`src/rtl/minterm_table_sweeper_pkg.sv`:
```
// Shared types and constants for the minterm truth-table sweeper.
// Latency: none (declarations only).
// Backpressure: not applicable.
package minterm_table_sweeper_pkg;

  typedef enum logic [1:0] {
    ST_IDLE  = 2'd0,
    ST_SWEEP = 2'd1,
    ST_DONE  = 2'd2
  } state_t;

  // Default mask: minterms m(2,3,6,7) of a 3-input function.
  localparam logic [7:0] MASK_RST_DEFAULT = 8'hCC;

  // Number of rows in the truth table of an n-input function.
  function automatic int table_depth(input int n);
    return 1 << n;
  endfunction

endpackage

```
`src/rtl/minterm_table_sweeper_if.sv`:
```
// Valid/ready sample stream carrying (minterm index, table value).
// Latency: none (wires only).
// Backpressure: source holds idx/val stable while valid is high and ready is low.
interface minterm_table_sweeper_if #(
  parameter int N = 3
);
  logic         out_valid;
  logic         out_ready;
  logic [N-1:0] out_idx;
  logic         out_val;

  modport master (output out_valid, output out_idx, output out_val, input out_ready);
  modport slave  (input out_valid, input out_idx, input out_val, output out_ready);
endinterface

```
`src/rtl/minterm_mux.sv`:
```
// Selects one bit of the minterm mask: out = mask[sel].
// Latency: combinational.
// Backpressure: none.
module minterm_mux #(
  parameter int N = 3
) (
  input  logic [(1<<N)-1:0] mask,
  input  logic [N-1:0]      sel,
  output logic              bit_out
);

  assign bit_out = mask[sel];

endmodule

```
`src/rtl/minterm_table_sweeper.sv`:
```
// Programmable N-input truth table with a registered point-eval port and a full-table sweep stream.
// Latency: eval_out 1 cycle; sweep = start cycle + DEPTH transfers + 1 DONE cycle.
// Backpressure: sweep stalls with idx/val held while out_ready is low; start and load ignored while busy.
module minterm_table_sweeper
  import minterm_table_sweeper_pkg::*;
#(
  parameter int                N        = 3,
  parameter logic [(1<<N)-1:0] MASK_RST = MASK_RST_DEFAULT
) (
  input  logic                  clk,
  input  logic                  rst_n,
  input  logic                  load,
  input  logic [(1<<N)-1:0]     load_mask,
  input  logic [N-1:0]          eval_in,
  output logic                  eval_out,
  input  logic                  start,
  output logic                  busy,
  output logic                  done,
  output logic [N:0]            ones_cnt,
  minterm_table_sweeper_if.master stream
);

  localparam int             DEPTH    = table_depth(N);
  localparam logic [N-1:0]   IDX_LAST = {N{1'b1}};

  logic [DEPTH-1:0] mask;
  state_t           state_q, state_d;
  logic [N-1:0]     idx_q, idx_d;
  logic             valid_q, valid_d;
  logic [N:0]       acc_q, acc_d;
  logic [N:0]       ones_d;
  logic             eval_bit;
  logic             sweep_bit;
  logic             xfer;

  minterm_mux #(.N(N)) u_eval_mux (
    .mask    (mask),
    .sel     (eval_in),
    .bit_out (eval_bit)
  );

  minterm_mux #(.N(N)) u_sweep_mux (
    .mask    (mask),
    .sel     (idx_q),
    .bit_out (sweep_bit)
  );

  assign xfer             = valid_q & stream.out_ready;
  assign busy             = (state_q != ST_IDLE);
  assign done             = (state_q == ST_DONE);
  assign stream.out_valid = valid_q;
  assign stream.out_idx   = idx_q;
  // Gated so out_val reads 0 whenever no sample is offered.
  assign stream.out_val   = valid_q & sweep_bit;

  // Mask register: writable only in IDLE so a sweep always sees one consistent table.
  always_ff @(posedge clk or negedge rst_n) begin
    if (!rst_n) begin
      mask <= MASK_RST;
    end else if (load && (state_q == ST_IDLE)) begin
      mask <= load_mask;
    end
  end

  // Point evaluation against the pre-edge mask, independent of the sweep FSM.
  always_ff @(posedge clk or negedge rst_n) begin
    if (!rst_n) begin
      eval_out <= 1'b0;
    end else begin
      eval_out <= eval_bit;
    end
  end

  // Sweep FSM state, index counter, accumulator and result registers.
  always_ff @(posedge clk or negedge rst_n) begin
    if (!rst_n) begin
      state_q  <= ST_IDLE;
      idx_q    <= '0;
      valid_q  <= 1'b0;
      acc_q    <= '0;
      ones_cnt <= '0;
    end else begin
      state_q  <= state_d;
      idx_q    <= idx_d;
      valid_q  <= valid_d;
      acc_q    <= acc_d;
      ones_cnt <= ones_d;
    end
  end

  // Next-state logic: launch on start, step on each transfer, publish the count in DONE.
  always_comb begin
    state_d = state_q;
    idx_d   = idx_q;
    valid_d = valid_q;
    acc_d   = acc_q;
    ones_d  = ones_cnt;
    case (state_q)
      ST_IDLE: begin
        if (start) begin
          state_d = ST_SWEEP;
          idx_d   = '0;
          acc_d   = '0;
          valid_d = 1'b1;
        end
      end
      ST_SWEEP: begin
        if (xfer) begin
          acc_d = acc_q + {{N{1'b0}}, sweep_bit};
          if (idx_q == IDX_LAST) begin
            state_d = ST_DONE;
            valid_d = 1'b0;
          end else begin
            idx_d = idx_q + 1'b1;
          end
        end
      end
      ST_DONE: begin
        ones_d  = acc_q;
        state_d = ST_IDLE;
      end
      default: begin
        state_d = ST_IDLE;
        valid_d = 1'b0;
      end
    endcase
  end

endmodule

```
`src/flat_wrapper.sv`:
```
// flat-port wrapper written by rule: the top's interface ports become plain ports
module minterm_table_sweeper_flat import minterm_table_sweeper_pkg::*;
#(
  parameter int                N        = 3,
  parameter logic [(1<<N)-1:0] MASK_RST = MASK_RST_DEFAULT
)
  (clk, rst_n, load, load_mask, eval_in, eval_out, start, busy, done, ones_cnt, stream_out_valid, stream_out_idx, stream_out_val, stream_out_ready);
  minterm_table_sweeper_if #(.N(N)) stream_i ();
  input  logic clk;
  input  logic rst_n;
  input  logic load;
  input  logic [(1<<N)-1:0] load_mask;
  input  logic [N-1:0] eval_in;
  output logic eval_out;
  input  logic start;
  output logic busy;
  output logic done;
  output logic [N:0] ones_cnt;
  output wire logic [$bits(stream_i.out_valid)-1:0] stream_out_valid;
  output wire logic [$bits(stream_i.out_idx)-1:0] stream_out_idx;
  output wire logic [$bits(stream_i.out_val)-1:0] stream_out_val;
  input wire logic [$bits(stream_i.out_ready)-1:0] stream_out_ready;
  assign stream_out_valid = stream_i.out_valid;
  assign stream_out_idx = stream_i.out_idx;
  assign stream_out_val = stream_i.out_val;
  assign stream_i.out_ready = stream_out_ready;
  minterm_table_sweeper #(.N(N), .MASK_RST(MASK_RST)) u_core (.clk(clk), .rst_n(rst_n), .load(load), .load_mask(load_mask), .eval_in(eval_in), .eval_out(eval_out), .start(start), .busy(busy), .done(done), .ones_cnt(ones_cnt), .stream(stream_i));
endmodule
```
`config.mk`:
```
export PLATFORM = sky130hd
export DESIGN_NAME = minterm_table_sweeper_flat
export DESIGN_NICKNAME = d
export VERILOG_FILES = /design/src/rtl/minterm_table_sweeper_pkg.sv /design/src/rtl/minterm_table_sweeper_if.sv /design/src/rtl/minterm_mux.sv /design/src/rtl/minterm_table_sweeper.sv /design/src/flat_wrapper.sv
export SDC_FILE = /design/constraint.sdc
export NUM_CORES = 1
export LEC_CHECK = 0
export CAP_MARGIN = 10
export CORE_MARGIN = 1.5
export CORE_UTILIZATION = 48
export CTS_BUF_LIST = sky130_fd_sc_hd__clkbuf_8 sky130_fd_sc_hd__clkbuf_16
export DETAILED_ROUTE_END_ITERATION = 10
export PLACE_DENSITY = 0.84
export SYNTH_ARGS = -nofsm -noshare
export SYNTH_HDL_FRONTEND = slang
export SYNTH_HIERARCHICAL = 1
export SYNTH_SLANG_ARGS = --single-unit
```
`constraint.sdc`:
```
create_clock -name clk -period 2.8 [get_ports clk]
set_input_delay 0.28 -clock clk [delete_from_list [all_inputs] [get_ports clk]]
set_output_delay 0.28 -clock clk [all_outputs]
set_load 0.01 [all_outputs]
```
Yosys cells after proc, flatten, opt, wreduce, memory -nomap -nowiden
Cells that the tools add are included.
Widths: inputs -> output; s select.

storage, ports and cells
  word-level logic and storage cells = 48
  register bits = 23
  output and inout bits = 12
  input port bits = 16

cells by class
  reductions and logical operators = 8
  bitwise operators = 3
  multiplexer cells = 19
  magnitude comparators = 2
  equal/unequal tests = 7
  add/sub/neg operators = 2

operators by type and width
  cell                 count
  $mux 3               3
  $lt 3x4->1 const B   2
  $mux 4               2
  $pmux 4 s2           1
  $reduce_and 4->1     2
  $bmux 1 s3           2
  $mux 2               3
  $pmux 3 s2           1
  $reduce_and 3->1     2
  $mux 1               5
  $add 4x1->4          1
  $ne 2x1->1 const B   2
  $ne 2x2->1 const B   2
  $pmux 2 s2           1
  $reduce_bool 2->1    2
  $add 3x1->3 const B  1
  $eq 3x3->1 const B   1
  $pmux 1 s3           1
  $and 1x1->1          2
  $eq 2x1->1 const B   1
  $eq 2x2->1 const B   1
  $logic_not 2->1      1
  $logic_and 1x1->1    1
  $not 1->1            1

Depth between registers and ports, before layout
Gate-level depths: netlist of the first run.

  depth after elaboration = 5
  gate-level depth with buffers = 6
  mapped depth without buffers = 6

Cells and area by module
Netlist of the first run, hierarchy kept.

by module, submodules not included
  module                 cells an instance  instances  area each (µm²)  seq. area each (µm²)
  minterm_table_sweeper  77                 1          1,056.0          580.6
  minterm_mux            3                  2          63.8             0.0

Worst setup path before layout of the first run
Ideal clock, no wire load.

  path kind = register to register
  from = register u_core.idx_q[0], in the netlist u_core/stream.out_idx[0]
  to = register u_core.acc_q[1]
  required time = 2,679 ps
  buffers on the path = 0
  arrival = 1,980 ps
  library setup time = 121 ps
  cell stages (with the launch flop) = 6
  path slack = 699 ps
  clock period less this slack = 2,101 ps
  path through = dfrtp_1 -> mux4_1 -> mux2_2 -> ha_1 -> ha_1 -> a22o_2

on the way
  word-level cells in the longest chain between the ends = 5

ends and longest elaborated chain
  item                          RTL line                      text
  from (decl)                   minterm_table_sweeper.sv:28   logic [N-1:0] idx_q, idx_d;
  from (signal assigned)        minterm_table_sweeper.sv:84   idx_q <= idx_d;
  $bmux 1 s3                    minterm_mux.sv:12             assign bit_out = mask[sel];
  $mux 1 (implied by the code)  minterm_mux.sv:12
  net u_core.sweep_bit          minterm_table_sweeper.sv:33   logic sweep_bit;
  $add 4x1->4                   minterm_table_sweeper.sv:109  acc_d = acc_q + {{N{1'b0}}, sweep_bit};
  $mux 4                        minterm_table_sweeper.sv:108  if (xfer) begin
  $pmux 4 s2                    minterm_table_sweeper.sv:98   case (state_q)
  to (signal assigned)          minterm_table_sweeper.sv:80   acc_q <= '0;
  to (signal assigned)          minterm_table_sweeper.sv:86   acc_q <= acc_d;
  to (decl)                     minterm_table_sweeper.sv:30   logic [N:0] acc_q, acc_d;

The timed path passes the listed nets, and every way through them passes these cells. The select of a mux whose other input is x is not followed.
A chain may end at the register's enable or synchronous reset.

Worst setup path in the final report of the first run
  from = register u_core.idx_q[0], in the netlist u_core/stream.out_idx[0]
  to = output port stream_out_val

on the way
  word-level cells in the longest chain between the ends = 3

ends and longest elaborated chain
  item                          RTL line                     text
  $bmux 1 s3                    minterm_mux.sv:12
  $mux 1 (implied by the code)  minterm_mux.sv:12
  net u_core.sweep_bit          minterm_table_sweeper.sv:33
  $and 1x1->1                   minterm_table_sweeper.sv:54  assign stream.out_val = valid_q & sweep_bit;
  to (decl)                     flat_wrapper.sv:21           output wire logic [$bits(stream_i.out_val)-1:0] stream_out_val;

The timed path passes the listed nets, and every way through them passes these cells. The select of a mux whose other input is x is not followed.

==> impl.org, run 1 <==
** Clocking
- Clock tree from TritonCTS :: done
- In this run, CTS created clock tree buffers numbering 3.
- In this run the clock root is driven by a sky130_fd_sc_hd__clkbuf_8.
- Clock tree synthesis found a total of 23 sinks.
- Number of levels the H-tree was split into :: 1
- Max Buffers Root-to-Sink :: 2
- Latest clock arrival within the worst-skew pair :: about 0.26 ns
- Clock-pin slew was measured on the worst setup and hold paths at 0.08 ns.
- In this run the post-CTS setup repair buffer count came out at 0.
- Post-CTS Resized :: 0
- The number of hold buffers added after CTS was 0.

** Synth
- For this run, the register share of the synthesized area comes to 0.490.
- Async SR Flop Fraction :: 1.00
- In this run, synthesis produced a sequential element count of 23.
- When the netlist entered floorplanning its net count stood at 103.
- Post-synthesis instance total :: 83
- Count of yosys warnings during synthesis :: 6
- Primary FF master, synth :: sky130_fd_sc_hd__dfrtp_1
- Commonest cells in the netlist :: 19 x sky130_fd_sc_hd__dfrtp_1, 8 x sky130_fd_sc_hd__mux2_4, 8 x sky130_fd_sc_hd__nand2_1
- Yosys cell types :: 26
- Syn Std Cell Area :: around 1200 um2
- Of the post-synthesis cell area, the dominant cell type holds 0.402.
- Averaged over all synthesized cells, the footprint is 14.3 um2.
- Yosys attributes the largest share of cell area to sky130_fd_sc_hd__dfrtp_1 40%, sky130_fd_sc_hd__mux2_4 10%, sky130_fd_sc_hd__dfstp_2 8.9%, sky130_fd_sc_hd__mux4_1 8.9%, sky130_fd_sc_hd__mux2_2 5.7%.
- Number of enable flip-flop cells after synthesis :: 0
- Largest area contributor in the netlist :: sky130_fd_sc_hd__dfrtp_1
- Most frequent cell after synthesis :: sky130_fd_sc_hd__dfrtp_1

** Drt
- The final route contains about 770 vias.
- # DRC :: 0
- Highest metal layer with signal wires :: met4
- DR WL met3 :: 112 um
- Total routed wirelength :: just over 2000 um
- DR iter-0 viols :: 9
- In the routed layout, each cell is associated on average with a via count of between 5 and 6.
- WL met1 :: 861 um
- The detail route stage leaves a number of antenna-violating nets equal to 0.
- In the final routed layout, each cell accounts on average for 14.7 um.
- The first detailed-routing pass took 4 iterations.
- Met2 layer wire length in the routed design :: about 1100 um

** GRT
- The first global-routing pass estimated 3540 um of wire.
- Global routing usage summed across all routing layers :: 0.181
- Via count of the first global-routing pass :: roughly 760
- Overflow after GRT :: 0
- Maximum number of pins on one net before global-route repair :: 24
- The initial antenna violation count came to 0.

** STA
- Highest clock frequency the design can meet :: 398 MHz
- The number of pins with negative max-slew slack in the final report came to 0.
- Final setup violation count :: 0
- Count of endpoints failing hold in the final timing report :: 0
- Subtracting the final worst setup slack from the clock period gives 2.52 ns.
- Aggregate negative setup slack :: 0 ns
- In the finished design, the share of the clock period the worst path needs comes to 0.898.
- The worst pin sits at a relative slew slack of 0.324.
- Setup repair after global routing left no endpoint under its margin.
- On the final layout, the worst clock skew is 0.00286 ns.
- Final-layout worst hold slack :: roughly 0.48 ns
- At the pin with the least slew margin, the transition time is 1.01 ns.

** Placement
- Once detailed placement completed, the half-perimeter wirelength came to between 1500 and 2000 um.
- Number of buffer cells added on primary ports :: 27
- Last weighted congestion value of the routability-driven placer :: 0.760

** Worst setup path
- Chain of cells forming the critical path :: mux4_1 -> mux2_2 -> and2_1 -> clkdlybuf4s50_1
- The slowest stage of the critical path is the sky130_fd_sc_hd__mux4_1 cell.
- For this run, the slowest stage of the critical path takes approximately 0.59 ns.
- Required time of the critical path :: about 2.5 ns
- The critical path is of the flip-flop to output port type.
- Endpoint type of the worst setup path :: output port
- Worst Path Arrival :: approximately 2.2 ns
- The worst setup path is launched from a flip-flop.
- Max Fanout on Critical Path :: 7

** Pwr
- Leak Pwr :: between 0.7 and 0.8 nW
- The worst-case IR drop observed on VDD is about 0.6 mV.
- Power per Cell Area :: slightly above 900 nW/um2

** Layout
- Diode insertion count for antenna repair :: 0
- In the final layout, the share of cells above drive strength 1 is 0.241.
- The net count of the finished layout is between 100 and 150.
- Layout area overhead :: 27.7%

** Outcome
- Status :: completed

** Worst hold path
- The worst hold path belongs to the class flip-flop to flip-flop.

** Floorplanning
- The initialized floorplan defines 17 standard-cell rows.
- Count of pins on the block boundary :: 28
- Initial cell density of the core :: 0.520
- Floorplan die area :: 2770 um2
- Die outline width :: around 53 um
- Floorplan Core Area :: roughly 2300 um2
- Vert. Die Dim :: between 50 and 60 um

** Run
- Across the run, the number of max-cap violations was 0.
==> stage by stage <==
step                      area (um2)  instances   util  power, mW  setup WS (ns)
final                           1510        140  0.664       1.40          0.285
after global placement          1470        136  0.644       1.19          0.620
after floorplan                 1180         83      -      0.996          0.699
after global routing            1510        140  0.664       1.51          0.162
after detailed placement        1470        136  0.644       1.22          0.583
after CTS                       1510        140  0.664       1.42          0.286
==> cells by family (layout without fill, tap and decap cells) <==
family          after synthesis  in the layout  share of synthesized area
buf+inv                       7             36                     0.0349
mux                          23             23                      0.290
flops                        23             23                      0.490
fa+ha+maj                     4              4                     0.0423
compound gates                8              8                     0.0529
simple gates                 18             18                     0.0899
==> report_power, final <==
part           leakage (nW)  total [mW]  switching, mW  internal (mW)
Sequential            0.283       0.598          0.123          0.475
Clock                0.0269       0.196         0.0982         0.0977
Combinational         0.398       0.608          0.218          0.390
Total                 0.708        1.40          0.439          0.963
==> final cells by class <==
cell class,count,area (um2)
clock inverters,1,3.75
multi-input cells,53,562
well taps,28,35.0
clock buffers,3,41.3
repair buffers,27,270
inverters,5,18.8
flip-flops and latches,23,581
fillers,172,764
==> state kept, by name, summed over array words and instances (netlist names) <==
| signal | count |
|---|---|
| u_core/mask | 8 |
| u_core/acc_q | 4 |
| u_core/ones_cnt | 4 |
| u_core/stream.out_idx | 3 |
| u_core/state_q | 2 |
| u_core/eval_out | 1 |
| u_core/stream.out_valid | 1 |
==> metal layers <==
metal / vias up / GRT usage
met5: - / 0
met4: 0 / 0.0641
met3: 2 / 0.0429
met2: 26 / 0.298
met1: 378 / 0.230
li1: 360 / -
==> worst paths after layout <==
path | from | endpoint | slack [ns] | depth (start not counted)
worst max register to register | u_core/stream.out_idx[0]$_DFFE_PN0P_ | u_core/acc_q[1]$_DFFE_PN0P_ | 0.64 | 5
max in group asynchronous | rst_n | u_core/mask[4]$_DFFE_PN0P_ | 1.62 | 1
worst min register to register | u_core/acc_q[3]$_DFFE_PN0P_ | u_core/acc_q[3]$_DFFE_PN0P_ | 0.48 | 1
worst max-delay path | u_core/stream.out_idx[0]$_DFFE_PN0P_ | stream_out_val | 0.28 | 4
worst min-delay path | u_core/acc_q[3]$_DFFE_PN0P_ | u_core/acc_q[3]$_DFFE_PN0P_ | 0.48 | 1
min in group asynchronous | rst_n | u_core/ones_cnt[0]$_DFFE_PN0P_ | 0.57 | 1
==> critical path: cells and delay by family (launching register included) <==
| family | cells | cell delay (ns) |
|---|---|---|
| buf+inv | 1 | 0.47 |
| flops | 1 | 0.47 |
| mux | 2 | 0.89 |
| simple gates | 1 | 0.16 |
==> cells in the final DEF, fill, tap and decap left out, types with 2 or more instances in the layout <==
| cell | synthesis | routed |
|---|---|---|
| sky130_fd_sc_hd__a22o_2 | 2 | 2 |
| sky130_fd_sc_hd__and2_1 | 2 | 2 |
| sky130_fd_sc_hd__clkbuf_8 | 0 | 3 |
| sky130_fd_sc_hd__clkdlybuf4s50_1 | 0 | 27 |
| sky130_fd_sc_hd__dfrtp_1 | 19 | 19 |
| sky130_fd_sc_hd__dfstp_2 | 4 | 4 |
| sky130_fd_sc_hd__ha_1 | 4 | 4 |
| sky130_fd_sc_hd__inv_1 | 5 | 6 |
| sky130_fd_sc_hd__mux2_2 | 6 | 6 |
| sky130_fd_sc_hd__mux2_4 | 8 | 8 |
| sky130_fd_sc_hd__mux2i_1 | 5 | 5 |
| sky130_fd_sc_hd__mux4_1 | 4 | 4 |
| sky130_fd_sc_hd__nand2_1 | 8 | 8 |
Note: power is estimated with default switching activity, not from simulation.
==> run 2: changes to the inputs <==
--- a/config.mk
+++ b/config.mk
@@ -7,10 +7,10 @@
 export LEC_CHECK = 0
 export CAP_MARGIN = 10
 export CORE_MARGIN = 1.5
-export CORE_UTILIZATION = 48
-export CTS_BUF_LIST = sky130_fd_sc_hd__clkbuf_8 sky130_fd_sc_hd__clkbuf_16
+export CORE_UTILIZATION = 51
+export CTS_BUF_LIST = sky130_fd_sc_hd__clkbuf_2
 export DETAILED_ROUTE_END_ITERATION = 10
-export PLACE_DENSITY = 0.84
+export PLACE_DENSITY = 0.89
 export SYNTH_ARGS = -nofsm -noshare
 export SYNTH_HDL_FRONTEND = slang
 export SYNTH_HIERARCHICAL = 1
==> impl.org, run 2 (synthesis gave the netlist of run 1 again) <==
** Outcome
- The run finished with clean final reports.

** Layout
- Final-stage net count :: around 130
- The repair_antennas step left the layout with diodes totalling 0.
- Multi-input combinational cell area :: ~560 um2
- The library cells used most frequently in the layout, excluding fill and tap cells, are 27 x sky130_fd_sc_hd__clkdlybuf4s50_1, 19 x sky130_fd_sc_hd__dfrtp_1, 8 x sky130_fd_sc_hd__nand2_1, 8 x sky130_fd_sc_hd__mux2_4, 6 x sky130_fd_sc_hd__mux2_2.
- Utilization of the core after routing :: 0.682
- After filler insertion, the fill cell instance count of the layout stands at between 150 and 200.
- Max FFs per register :: 8
- After routing the design area is roughly 1500 um2.
- Most flops, register :: u_core/mask
- Largest regs :: u_core/mask x8, u_core/acc_q x4, u_core/ones_cnt x4
- Registers take 581 um2.
- The area growth from synthesis to layout is 26.2%.
- Of the cells placed in the final design, the portion with a size suffix greater than 1 is 0.257.
- Leaving out fill and tap cells, the most frequent cell in the layout is sky130_fd_sc_hd__clkdlybuf4s50_1.

** Worst setup path
- The worst setup path is launched from a flip-flop.
- STA classifies the critical path endpoint as an output port.
- Worst Path Arrival :: between 2 and 2.5 ns
- Required time of the critical path :: 2.52 ns
- CP Class :: flip-flop to output port
- Max Fanout on Critical Path :: 7

** Floorplanning
- The floorplan has 17 rows.
- Vert. Die Dim :: about 51 um
- In this run the count of I/O pins placed on the die edge is 28.
- The die is about 51 um wide.
- Floorplan Core Area :: around 2200 um2
- The die covers ~2600 um2.
- For this configuration, the core starts out at a cell density of 0.540.

** Worst hold path
- Worst hold path class :: input port to async pin

** GRT
- Overflow after GRT :: 0
- Global routing usage summed across all routing layers :: 0.186
- The initial antenna violation count came to 0.
- The via count of the first global-routing pass came to about 740.
- Maximum number of pins on one net before global-route repair :: 24
- Wire length of the first global-routing pass :: 3550 um

** Clocking
- The clock reaches the later pin of the worst-skew pair after 0.32 ns.
- Clock tree from TritonCTS :: done
- Clock tree synthesis selected as its root buffer the cell sky130_fd_sc_hd__clkbuf_2.
- In this run the deepest clock path goes through 2 buffers.
- CTS clock-pin slew for the worst setup and hold paths :: 0.21 ns
- In this run the number of H-tree levels came out at 1.
- Once the clock tree was built, the resizer swapped 0 gates to a different size.
- Sink count of the clock tree :: 23
- In this run, CTS created clock tree buffers numbering 3.
- Buffers inserted to repair hold after CTS numbered 0.
- Post-CTS setup buffer count :: 0

** Drt
- Once detail routing completed, the nets flagged for antenna violations numbered 0.
- The routed layout has roughly 770 vias.
- In the routed layout, each cell is associated on average with a via count of around 5.4.
- Total routed wirelength :: ~2100 um
- The first detailed-routing pass took 2 iterations.
- DR iter-0 viols :: 6
- After detailed routing, the average wire length per cell comes to roughly 15 um.
- After detailed routing, the number of remaining DRC violations is 0.

** STA
- The worst path in the final design needs a cycle of around 2.7 ns, including I/O delays and setup.
- At the pin with the least slew margin, the transition time is around 0.50 ns.
- Setup repair after global routing missed its margin :: no
- The final hold violation count came to 0.
- Final period util :: 0.947
- Max Slew Vio Count :: 0
- Post-Route Skew :: 0.0117 ns
- Aggregate negative setup slack :: 0 ns
- Setup violations remaining at the end of the flow were counted as 0.
- For this run, the top clock speed supported by timing is 377 MHz.
- Worst slew margin relative to its limit :: 0.667

** Run
- Across the run, the number of max-cap violations was 0.

** Pwr
- For this design the static power due to leakage is around 0.7 nW.
- After layout, the design draws a total of 1.35 mW.
- VDD IR-drop max :: 0.578 mV
- Power per Cell Area :: between 900 and 1000 nW/um2

** Placement
- Last weighted congestion value of the routability-driven placer :: approximately 0.74
- Port buffering added 27 buffers.
- The HPWL after detailed placement is 1730 um.
- Summing all placed instances gives a cell area of 1470 um2.
run 2: changes by cell type in the layout (fill, tap and decap cells not counted), sizes merged:
| cell | previous run | this run |
|---|---|---|
| clkbuf | 3 | 4 |
| inv | 6 | 5 |
| buf | 0 | 1 |
run 2: area by class of cell:
| type | instances | share of cell area |
|---|---|---|
| repair buffers | 28 | 0.186 |
| well taps | 28 | 0.0235 |
| clock buffers | 4 | 0.0134 |
| inverters | 5 | 0.0126 |
| multi-input cells | 53 | 0.376 |
| flip-flops and latches | 23 | 0.389 |
run 2: worst max-delay path, stage by stage, from the launching register on:
cell,delay (ns)
sky130_fd_sc_hd__dfrtp_1,0.53
sky130_fd_sc_hd__mux4_1,0.60
sky130_fd_sc_hd__mux2_2,0.30
sky130_fd_sc_hd__and2_1,0.15
sky130_fd_sc_hd__clkdlybuf4s50_1,0.46
run 2: stage by stage:
step           setup WS (ns)  hold WS [ns]  std cells
2_1_floorplan          0.699       -0.0156         83
3_3_place_gp           0.611         0.457        137
3_5_place_dp           0.549         0.480        137
4_1_cts                0.152         0.268        141
5_1_grt               0.0397         0.252        141
6_report               0.148         0.262        141
run 2: worst paths after layout:
check | from | endpoint | slack [ns] | cells past startpoint
min in group clk | u_core/acc_q[3]$_DFFE_PN0P_ | u_core/acc_q[3]$_DFFE_PN0P_ | 0.49 | 1
worst min register to register | u_core/acc_q[3]$_DFFE_PN0P_ | u_core/acc_q[3]$_DFFE_PN0P_ | 0.49 | 1
worst min-delay path | rst_n | u_core/acc_q[1]$_DFFE_PN0P_ | 0.26 | 2
worst max-delay path | u_core/stream.out_idx[0]$_DFFE_PN0P_ | stream_out_val | 0.15 | 4
worst max register to register | u_core/stream.out_idx[0]$_DFFE_PN0P_ | u_core/acc_q[1]$_DFFE_PN0P_ | 0.57 | 5
max in group asynchronous | rst_n | u_core/mask[3]$_DFFE_PN1P_ | 2.25 | 2
run 2: routing by layer:
layer	vias up	wire length [um]	global-route usage
met5	-	0	0
met4	0	16	0.0405
met3	2	94	0.0322
met2	22	1180	0.344
met1	381	848	0.225
li1	363	-	-
run 2: power by group:
| part | switching, mW | total, mW | internal, mW |
|---|---|---|---|
| clock | 0.0941 | 0.132 | 0.0378 |
| combinational | 0.227 | 0.621 | 0.394 |
| sequential | 0.127 | 0.601 | 0.473 |
==> run 3: changes to the inputs <==
--- a/config.mk
+++ b/config.mk
@@ -10,6 +10,7 @@
 export CORE_UTILIZATION = 51
 export CTS_BUF_LIST = sky130_fd_sc_hd__clkbuf_2
 export DETAILED_ROUTE_END_ITERATION = 10
+export GPL_TIMING_DRIVEN = 0
 export PLACE_DENSITY = 0.89
 export SYNTH_ARGS = -nofsm -noshare
 export SYNTH_HDL_FRONTEND = slang
==> impl.org, run 3 (synthesis gave the netlist of run 1 again) <==
** Outcome
- Status :: completed

** STA
- Tmin final :: 2.67 ns
- Setup repair after global routing missed its margin :: no
- Summed over all failing endpoints, the final setup total negative slack is 0 ns.
- Post-Route Skew :: roughly 0.014 ns
- At the pin with the least slew margin, the transition time is between 0.9 and 1 ns.
- The final hold violation count came to 0.
- In this run the tightest slew margin relative to its limit is 0.336.
- Post-route setup slack :: roughly 0.13 ns
- Final setup violation count :: 0
- Based on the critical path, the design can be clocked at up to between 300 and 400 MHz.
- Final period util :: 0.952
- The number of pins with negative max-slew slack in the final report is 0.

** Clocking
- Post-CTS repair changed the size of 0 cells.
- CTS Hold Buffers Added :: 0
- CTS clock-pin slew for the worst setup and hold paths :: about 0.21 ns
- Post-CTS setup buffer count :: 0
- Sink count of the clock tree :: 23
- TritonCTS built the clock tree.
- Latest clock arrival within the worst-skew pair :: between 0.3 and 0.4 ns
- The tree is rooted in a sky130_fd_sc_hd__clkbuf_2.
- CTS built an H-tree with a depth of 1.
- Number of clock buffers inserted by TritonCTS :: 3
- In this run the deepest clock path goes through 2 buffers.

** Floorplanning
- Number of core rows :: 17
- In this run the standard cell core region covers 2190 um2.
- Floorplan die area :: about 2600 um2
- Count of pins on the block boundary :: 28
- Vert. Die Dim :: 51.2 um
- Die outline width :: slightly above 50 um
- Initial cell density of the core :: 0.540

** Worst setup path
- For this run, the slowest stage of the critical path takes 0.59 ns.
- The slowest stage of the critical path belongs to the cell sky130_fd_sc_hd__mux4_1.
- Required time of the critical path :: 2.52 ns
- STA puts the critical path data arrival time at approximately 2.4 ns.
- Endpoint type of the worst setup path :: output port
- CP Class :: flip-flop to output port
- Traced cell by cell, the critical path runs through mux4_1 -> mux2_2 -> and2_1 -> clkdlybuf4s50_1.
- Critical path startpoint category :: flip-flop
- Of all nets on the critical path, the largest fanout is 7.

** Drt
- For this block, the via count after detailed routing is between 700 and 800.
- The first detailed-routing pass took 4 iterations.
- DRT antenna net count :: 0
- The final layout contains routed wiring with a total length of about 2100 um.
- # DRC :: 0
- DR iter-0 viols :: 12
- Mean number of vias per cell :: 5.55
- Average routed wire per standard cell :: about 15 um

** Worst hold path
- The worst hold path belongs to the class input port to async pin.

** Layout
- Ratio of cells with drive above 1 in the final layout :: 0.263
- Most common library cell in the layout ignoring fill and taps :: sky130_fd_sc_hd__clkdlybuf4s50_1
- At the end of the flow, the number of nets in the layout was 135.
- The register with the most flip-flops in the layout has 8 of them.
- The multi-input combinational cells in the finished layout cover a total of about 560 um2.
- Leaving out fill and tap cells, the most frequent cells in the layout are 27 x sky130_fd_sc_hd__clkdlybuf4s50_1, 19 x sky130_fd_sc_hd__dfrtp_1, 8 x sky130_fd_sc_hd__nand2_1, 8 x sky130_fd_sc_hd__mux2_4, 6 x sky130_fd_sc_hd__mux2_2.
- The area growth from synthesis to layout is 27.5%.
- The layout has 173 filler cells.
- Most flops, register :: u_core/mask
- Post-route non-filler standard cell count :: between 100 and 150
- The repair_antennas step left the layout with diodes totalling 0.
- Summed area of non-filler cells in the final layout :: 1510 um2
- Reg area :: approximately 580 um2
- The largest registers in the layout are u_core/mask x8, u_core/acc_q x4, u_core/ones_cnt x4.

** GRT
- M1 GR Usage :: 0.231
- Entering global routing, the biggest net connects 24 pins.
- The via count of the first global-routing pass was about 840.
- The first global-routing pass estimated ~3700 um of wire.
- The initial antenna violation count came to 0.
- After global routing, the most crowded layer is met2.
- Met2 Usage GRT :: 0.359
- For this run the aggregate overflow at the end of global routing stands at 0.
- Met3 layer usage reported by global route :: 0.0175
- Global routing usage summed across all routing layers :: 0.189

** Placement
- Routability-driven placement finished with a final weighted congestion of between 0.7 and 0.8.
- Number of buffer cells added on primary ports :: 27
- Counting tap cells, the placed design contains a total of around 140 instances.
- Cell area after placement :: approximately 1500 um2
- DP HPWL :: ~1600 um
- Worst Setup Slack post-DPL :: ~0.53 ns

** Run
- Max-cap violations :: 0

** Pwr
- Power per Cell Area :: roughly 910 nW/um2
- VDD IR-drop max :: ~0.56 mV
- Leak Pwr :: a little over 0.7 nW
[run 3: cell types whose count changed in the layout (fill, tap and decap cells not counted)]
| cell | delta |
|---|---|
| sky130_fd_sc_hd__buf_4 | -1 |
| sky130_fd_sc_hd__buf_6 | +2 |
[run 3: path summary, 6_finish.rpt]
| path | from | to | slack (ns) | cells past startpoint |
|---|---|---|---|---|
| min in group clk | u_core/acc_q[3]$_DFFE_PN0P_ | u_core/acc_q[3]$_DFFE_PN0P_ | 0.49 | 1 |
| worst min-delay path | rst_n | u_core/acc_q[1]$_DFFE_PN0P_ | 0.47 | 1 |
| worst max register to register | u_core/stream.out_idx[0]$_DFFE_PN0P_ | u_core/acc_q[1]$_DFFE_PN0P_ | 0.58 | 5 |
| max in group asynchronous | rst_n | u_core/mask[1]$_DFFE_PN0P_ | 1.73 | 1 |
| worst max-delay path | u_core/stream.out_idx[0]$_DFFE_PN0P_ | stream_out_val | 0.13 | 4 |
| worst min register to register | u_core/acc_q[3]$_DFFE_PN0P_ | u_core/acc_q[3]$_DFFE_PN0P_ | 0.49 | 1 |
[run 3: worst max-delay path, delay by kind of cell (launching register included)]
kind / cells / cell delay (ns)
DFF: 1 / 0.54
muxes: 2 / 0.89
and+or+nand+nor: 1 / 0.16
buffers and inverters: 1 / 0.47
[run 3: routing by layer]
metal,up-vias,share of wire,wire (um)
li1,367,-,-
met4,0,0,0
met3,0,0.050,106
met2,34,0.53,1130
met5,-,0,0
met1,387,0.42,904
[run 3: area by class of cell]
cell class,count,area share
sequential,23,0.385
tap,28,0.0232
timing repair buffer,27,0.179
clock buffer,4,0.0133
multi-input combinational,53,0.372
buffer,2,0.0149
inverter,5,0.0124
[run 3: metrics by stage]
stage / hold slack (ns) / total power [mW] / util
6_report: 0.472 / 1.37 / 0.689
5_1_grt: 0.511 / 1.47 / 0.689
4_1_cts: 0.490 / 1.38 / 0.689
3_5_place_dp: 0.466 / 1.24 / 0.680
3_3_place_gp: 0.457 / 1.20 / 0.680
2_1_floorplan: -0.0156 / 0.996 / -
[run 3: report_power, final]
group          internal (mW)  switching (mW)
Sequential             0.473           0.124
Clock                 0.0378          0.0932
Combinational          0.407           0.232
Total                  0.918           0.449
